$ cat src/rtl/mult_arbiter.sv
// mult_arbiter: round-robin front end for one shared multi-cycle multiplier.
// Grants one requester at a time, holds its operands for the multiplier,
// sequences start/done and returns the 2*WIDTH product on a valid/ready channel.
// Optional watchdog: define MULT_ARB_TIMEOUT_EN to bound the wait for done.
module mult_arbiter #(
    parameter int NUM_REQ = 4,
    parameter int WIDTH   = 64,
    parameter int ID_W    = 2,
    parameter int SETTLE  = 2,
    parameter int TIMEOUT = 200
) (
    input  logic                       clk,
    input  logic                       reset_i,
    input  logic [NUM_REQ-1:0]         req_valid_i,
    output logic [NUM_REQ-1:0]         req_ready_o,
    input  logic [NUM_REQ*WIDTH-1:0]   req_a_i,
    input  logic [NUM_REQ*WIDTH-1:0]   req_b_i,
    output logic                       mul_start_o,
    output logic [WIDTH-1:0]           mul_a_o,
    output logic [WIDTH-1:0]           mul_b_o,
    input  logic                       mul_done_i,
    input  logic [WIDTH-1:0]           mul_lo_i,
    input  logic [WIDTH-1:0]           mul_hi_i,
    output logic                       rsp_valid_o,
    input  logic                       rsp_ready_i,
    output logic [ID_W-1:0]            rsp_id_o,
    output logic [WIDTH-1:0]           rsp_lo_o,
    output logic [WIDTH-1:0]           rsp_hi_o,
    output logic                       rsp_err_o,
    output logic                       busy_o
);

    localparam int CNT_W = $clog2(SETTLE + 2);

    typedef enum logic [1:0] {S_IDLE, S_ISSUE, S_WAIT, S_RESP} state_t;

    state_t             state_q, state_d;
    logic [ID_W-1:0]    rr_q, rr_d, id_q, id_d, grant_id;
    logic [NUM_REQ-1:0] grant;
    logic [WIDTH-1:0]   a_sel, b_sel, a_q, a_d, b_q, b_d;
    logic [WIDTH-1:0]   lo_q, lo_d, hi_q, hi_d;
    logic [CNT_W-1:0]   cnt_q, cnt_d;
    logic               start_q, start_d, busy_q, busy_d, rsp_valid_q, rsp_valid_d;
    logic               found;
`ifdef MULT_ARB_TIMEOUT_EN
    localparam int WD_W = $clog2(TIMEOUT + 1);
    logic [WD_W-1:0]    wd_q, wd_d;
    logic               err_q, err_d;
`endif

    // Round-robin pick: first valid at or above rr pointer, then wrap to the low indices
    always_comb begin
        grant    = '0;
        grant_id = '0;
        a_sel    = '0;
        b_sel    = '0;
        found    = 1'b0;
        for (int i = 0; i < NUM_REQ; i++) begin
            if (!found && req_valid_i[i] && (i >= int'(rr_q))) begin
                found       = 1'b1;
                grant[i]    = 1'b1;
                grant_id    = ID_W'(i);
                a_sel       = req_a_i[i*WIDTH +: WIDTH];
                b_sel       = req_b_i[i*WIDTH +: WIDTH];
            end
        end
        for (int i = 0; i < NUM_REQ; i++) begin
            if (!found && req_valid_i[i] && (i < int'(rr_q))) begin
                found       = 1'b1;
                grant[i]    = 1'b1;
                grant_id    = ID_W'(i);
                a_sel       = req_a_i[i*WIDTH +: WIDTH];
                b_sel       = req_b_i[i*WIDTH +: WIDTH];
            end
        end
    end

    // Next-state and registered-output computation for the transaction sequencer
    always_comb begin
        state_d     = state_q;
        rr_d        = rr_q;
        id_d        = id_q;
        a_d         = a_q;
        b_d         = b_q;
        lo_d        = lo_q;
        hi_d        = hi_q;
        cnt_d       = cnt_q;
        start_d     = 1'b0;
        busy_d      = busy_q;
        rsp_valid_d = rsp_valid_q;
`ifdef MULT_ARB_TIMEOUT_EN
        wd_d        = wd_q;
        err_d       = err_q;
`endif
        case (state_q)
            S_IDLE: begin
                if (found) begin
                    a_d     = a_sel;
                    b_d     = b_sel;
                    id_d    = grant_id;
                    rr_d    = (grant_id == ID_W'(NUM_REQ - 1)) ? '0 : grant_id + ID_W'(1);
                    start_d = 1'b1;
                    busy_d  = 1'b1;
                    state_d = S_ISSUE;
                end
            end
            S_ISSUE: begin
                cnt_d   = CNT_W'(SETTLE);
`ifdef MULT_ARB_TIMEOUT_EN
                wd_d    = '0;
`endif
                state_d = S_WAIT;
            end
            S_WAIT: begin
                // done from a previous op may still be high, so it only counts once settled
                if (cnt_q != '0) begin
                    cnt_d = cnt_q - CNT_W'(1);
                end
                if (cnt_q == '0 && mul_done_i) begin
                    lo_d        = mul_lo_i;
                    hi_d        = mul_hi_i;
                    rsp_valid_d = 1'b1;
                    state_d     = S_RESP;
`ifdef MULT_ARB_TIMEOUT_EN
                    err_d       = 1'b0;
                end else if (wd_q == WD_W'(TIMEOUT - 1)) begin
                    lo_d        = '0;
                    hi_d        = '0;
                    err_d       = 1'b1;
                    rsp_valid_d = 1'b1;
                    state_d     = S_RESP;
                end else begin
                    wd_d        = wd_q + WD_W'(1);
`endif
                end
            end
            S_RESP: begin
                if (rsp_ready_i) begin
                    rsp_valid_d = 1'b0;
                    busy_d      = 1'b0;
                    state_d     = S_IDLE;
                end
            end
            default: state_d = S_IDLE;
        endcase
    end

    // State and output registers; reset abandons any transaction in flight
    always_ff @(posedge clk or negedge reset_i) begin
        if (!reset_i) begin
            state_q     <= S_IDLE;
            rr_q        <= '0;
            id_q        <= '0;
            a_q         <= '0;
            b_q         <= '0;
            lo_q        <= '0;
            hi_q        <= '0;
            cnt_q       <= '0;
            start_q     <= 1'b0;
            busy_q      <= 1'b0;
            rsp_valid_q <= 1'b0;
`ifdef MULT_ARB_TIMEOUT_EN
            wd_q        <= '0;
            err_q       <= 1'b0;
`endif
        end else begin
            state_q     <= state_d;
            rr_q        <= rr_d;
            id_q        <= id_d;
            a_q         <= a_d;
            b_q         <= b_d;
            lo_q        <= lo_d;
            hi_q        <= hi_d;
            cnt_q       <= cnt_d;
            start_q     <= start_d;
            busy_q      <= busy_d;
            rsp_valid_q <= rsp_valid_d;
`ifdef MULT_ARB_TIMEOUT_EN
            wd_q        <= wd_d;
            err_q       <= err_d;
`endif
        end
    end

    // Accept is combinational from the grant and is forced low while reset is held
    assign req_ready_o = (state_q == S_IDLE && reset_i) ? grant : '0;
    assign mul_start_o = start_q;
    assign mul_a_o     = a_q;
    assign mul_b_o     = b_q;
    assign rsp_valid_o = rsp_valid_q;
    assign rsp_id_o    = id_q;
    assign rsp_lo_o    = lo_q;
    assign rsp_hi_o    = hi_q;
    assign busy_o      = busy_q;
`ifdef MULT_ARB_TIMEOUT_EN
    assign rsp_err_o   = err_q;
`else
    assign rsp_err_o   = 1'b0;
`endif

endmodule

$ cat config.mk
export PLATFORM = sky130hd
export DESIGN_NAME = mult_arbiter
export DESIGN_NICKNAME = d
export VERILOG_FILES = /design/src/rtl/mult_arbiter.sv
export SDC_FILE = /design/constraint.sdc
export NUM_CORES = 1
export LEC_CHECK = 0
export ABC_AREA = 1
export BUFFER_PORTS_ARGS = -buffer_cell sky130_fd_sc_hd__buf_4
export CAP_MARGIN = 0
export CORE_AREA = 2 2 358 360
export CTS_CLUSTER_SIZE = 8
export DETAILED_ROUTE_END_ITERATION = 10
export DIE_AREA = 0 0 360 362
export GPL_TIMING_DRIVEN = 0
export MAX_ROUTING_LAYER = met4
export PLACE_DENSITY = 0.3
export SLEW_MARGIN = 20
export SYNTH_ARGS = -nofsm -noshare
export SYNTH_HDL_FRONTEND = slang
export SYNTH_SLANG_ARGS = --single-unit
$ cat constraint.sdc
create_clock -name clk -period 4.1 [get_ports clk]
set_clock_uncertainty 0.2 [all_clocks]
set_input_delay 0.205 -clock clk [delete_from_list [all_inputs] [get_ports clk]]
set_output_delay 0.205 -clock clk [all_outputs]
set_load 0.01 [all_outputs]
==> metrics <==
outcome=finished, violations left; failing checks=negative hold slack; Yosys reg bits=267; Data required, critical path=4.39 ns; vias in the first global route=25200; Critical Path Source Type=flop; max-slew violation count=0; number of placement rows=131; WHS=-0.00185 ns; Pwr Total=21.2 mW; Die Wd=360 µm; share of cells above drive strength 1=29.5%; grt ovf=0; die height=362 µm; post-DR vias/cell=4.10; post-layout min period=3.74 ns; met3 track utilization from global routing=5.28%; most frequent cells in the layout=buf_4, nor2_1, dlygate4sd3_1; share of the synthesized area in the top cell type=36.9%; Worst Tran Pin Value=1.08 ns; vias=24100; post-CTS setup repair buffer count=0; Layout Nets=4816; Buffers on Ports=910; I/O pin count=914; PD cells=635 mW/mm²; Top FF cell, synth=dfrtp_1; TritonCTS Buffers=44; Psw=8.94 mW; largest stage delay on the critical path=0.56 ns; initial antenna violation count=36; DP Area=0.0272 mm²; GPL Wtd Cong=0.859; Unique masters post-synth=25; Synth Instances=2727; Post-synth EDFFs=0; Total GRT Usage=20.6%; hpwl dp=104000 µm; RSZ-0062 raised after global routing=false; clk sinks=267; maximum vdd ir drop=0.334 mV; area share of fa/ha/maj cells after synthesis=0.414%; clock power share=17.5%; CTS tree=done; Die ar.=0.130 mm²; H-tree levels=2; Total Wirelength=135000 µm; final instance area=0.0334 mm²; P_int=12.2 mW; GR Util met2=35.9%; Synth Area in XOR/XNOR=0%; leak pwr=16.7 nW; Tcrit/Tclk final=91.2%; Place WS=1.14 ns; combinational family with the most area after synthesis=simple AND/OR/NAND/NOR gates; slowest cell on the critical path=dlygate4sd3_1; clk_lat worst skew=0.62 ns; post-route ant nets=0; initial core utilization=14.3%; P&R area growth vs syn=84.2%; CP Buf/Inv Count=4; Worst-path clk slew=0.06 ns; routed length per instance=23.0 µm; Clock Tree Buf Depth=3; crit-path most repeated cell=nor2_1; cell area after synthesis=0.0181 mm²; Reg power frac=22.7%; mux cell area share after synthesis=7.95%; synthesized area per cell=6.65 µm²; clock root cell=clkbuf_16; ys async rst share=100%; setup tns final=0 ns; CP arrival=4.03 ns; Core Region=0.127 mm²; First DRT Iteration DRCs=1267; Logic pwr share=59.8%; CP endpoint kind=flop; final setup margin=0.360 ns; max cap viols=0; type of the worst min-delay path=input port to async pin; Synth area leader=dfrtp_1; worst path cell trace=nor2_1 > nand2_4 > nand3_1 > buf_4 > buf_2 > nor2_1 > nor2_1 > nand3_1 > nor2_1 > dlygate4sd3_1 > a21oi_1 > dlygate4sd3_1; Top Usage Layer GRT=met2; Synth Area in Compound Gates=3.85%; fmax=0.267 GHz; dominant cells by area after synthesis=dfrtp_1, nor2_1, nand3_1; DRC errors left=0; final core occ=26.3%; CP max FO=10; commonest non-fill, non-tap cell in the layout=buf_4; # setup viols final=0; switching portion of total power=42.2%; worst relative slew slack=27.9%; simple-gate share of the synthesized area=40.3%; first-pass GRT wire length=188000 µm; met1 GRT Util=23.8%; Net Count, Synth=3381; DRT Pass-1 Iters=5; largest net degree at the start of global routing=81; synth warn=0; Worst Setup Path Type=flop to flop; post-synthesis sequential area ratio=36.9%; Final Hold Violating Endpoints=1; critical path's top delay family=buffers and inverters
## worst paths after layout
check | start | depth (start not counted) | endpoint | slack, ns
worst max-delay path | rr_q[0]$_DFFE_PN0P_ | 12 | mul_b_o[0]$_DFFE_PN0P_ | 0.36
worst min-delay path | reset_i | 3 | mul_a_o[12]$_DFFE_PN0P_ | -0.002
worst max register to register | rr_q[0]$_DFFE_PN0P_ | 12 | mul_b_o[0]$_DFFE_PN0P_ | 0.36
worst min register to register | rsp_id_o[0]$_DFFE_PN0P_ | 2 | rsp_id_o[0]$_DFFE_PN0P_ | 0.30
max in group asynchronous | reset_i | 4 | mul_b_o[50]$_DFFE_PN0P_ | 2.86
min in group clk | req_valid_i[2] | 6 | busy_o$_DFFE_PN0P_ | 0.01
## synthesized netlist by cell type (3+ instances only)
library cell  count
buf_1             4
inv_1           271
ha_1              6
nand4_1         130
mux2_2          128
a21oi_1         131
buf_2           116
nor2_1          901
o21ai_0           4
buf_4             3
dfrtp_1         267
nand2_1         283
nand3_1         392
clkbuf_1         76
## power groups by stage
stage	registers [mW]	logic, mW	clock network, mW
6_report	4.81	12.7	3.71
3_5_place_dp	4.84	10.6	0
4_1_cts	4.82	12.9	3.85
2_1_floorplan	5.28	4.46	0
3_3_place_gp	4.84	10.7	0
5_1_grt	4.98	13.8	3.94
## per-layer routing
| layer | share of wire [%] | vias to the layer above |
|---|---|---|
| li1 | - | 11600 |
| met1 | 41 | 11600 |
| met2 | 50 | 759 |
| met3 | 6.6 | 111 |
| met4 | 1.8 | 0 |
| met5 | 0 | - |
## flip-flops by register name, summed over array words and instances (netlist names)
signal	count
busy_o	1
cnt_q	2
mul_a_o	64
mul_b_o	64
mul_start_o	1
rr_q	2
rsp_hi_o	64
rsp_id_o	2
rsp_lo_o	64
rsp_valid_o	1
state_q	2
## layout make-up
| type | count | area [µm²] |
|---|---|---|
| Antenna cell | 34 | 85.1 |
| Buffer | 199 | 910 |
| Clock buffer | 62 | 1250 |
| Clock inverter | 4 | 95.1 |
| Fill cell | 14300 | 93300 |
| Inverter | 272 | 1020 |
| Multi-Input combinational cell | 1989 | 9520 |
| Sequential cell | 267 | 6680 |
| Tap cell | 1662 | 2080 |
| Timing Repair Buffer | 1389 | 11700 |
## what timing repair did
action,CTS,global route
setup endpoints to repair,0,12
hold buffers,473,0
resized for setup,0,2
hold endpoints to repair,455,0
## metrics by stage
step           instances  hold slack (ns)
4_1_cts             5844          0.00398
6_report            5878         -0.00185
3_3_place_gp        5299            0.238
2_1_floorplan       2727           -0.291
3_5_place_dp        5305           0.0217
5_1_grt             5873           0.0157
## worst register-to-register path: cells and delay by family (launching register included)
family / cells / cell delay (ns)
buf+inv: 4 / 1.92
compound gates: 1 / 0.06
flops: 1 / 0.39
simple gates: 7 / 1.05
## cells by family after synthesis
| logic type | after synthesis |
|---|---|
| flip-flops | 267 |
| adder cells (fa/ha/maj) | 6 |
| AND/OR/NAND/NOR | 1716 |
| other | 1 |
| AO/OA/AOI/OAI | 138 |
| buffers and inverters | 471 |
| multiplexers | 128 |
Power figures use the tool's default switching activity.
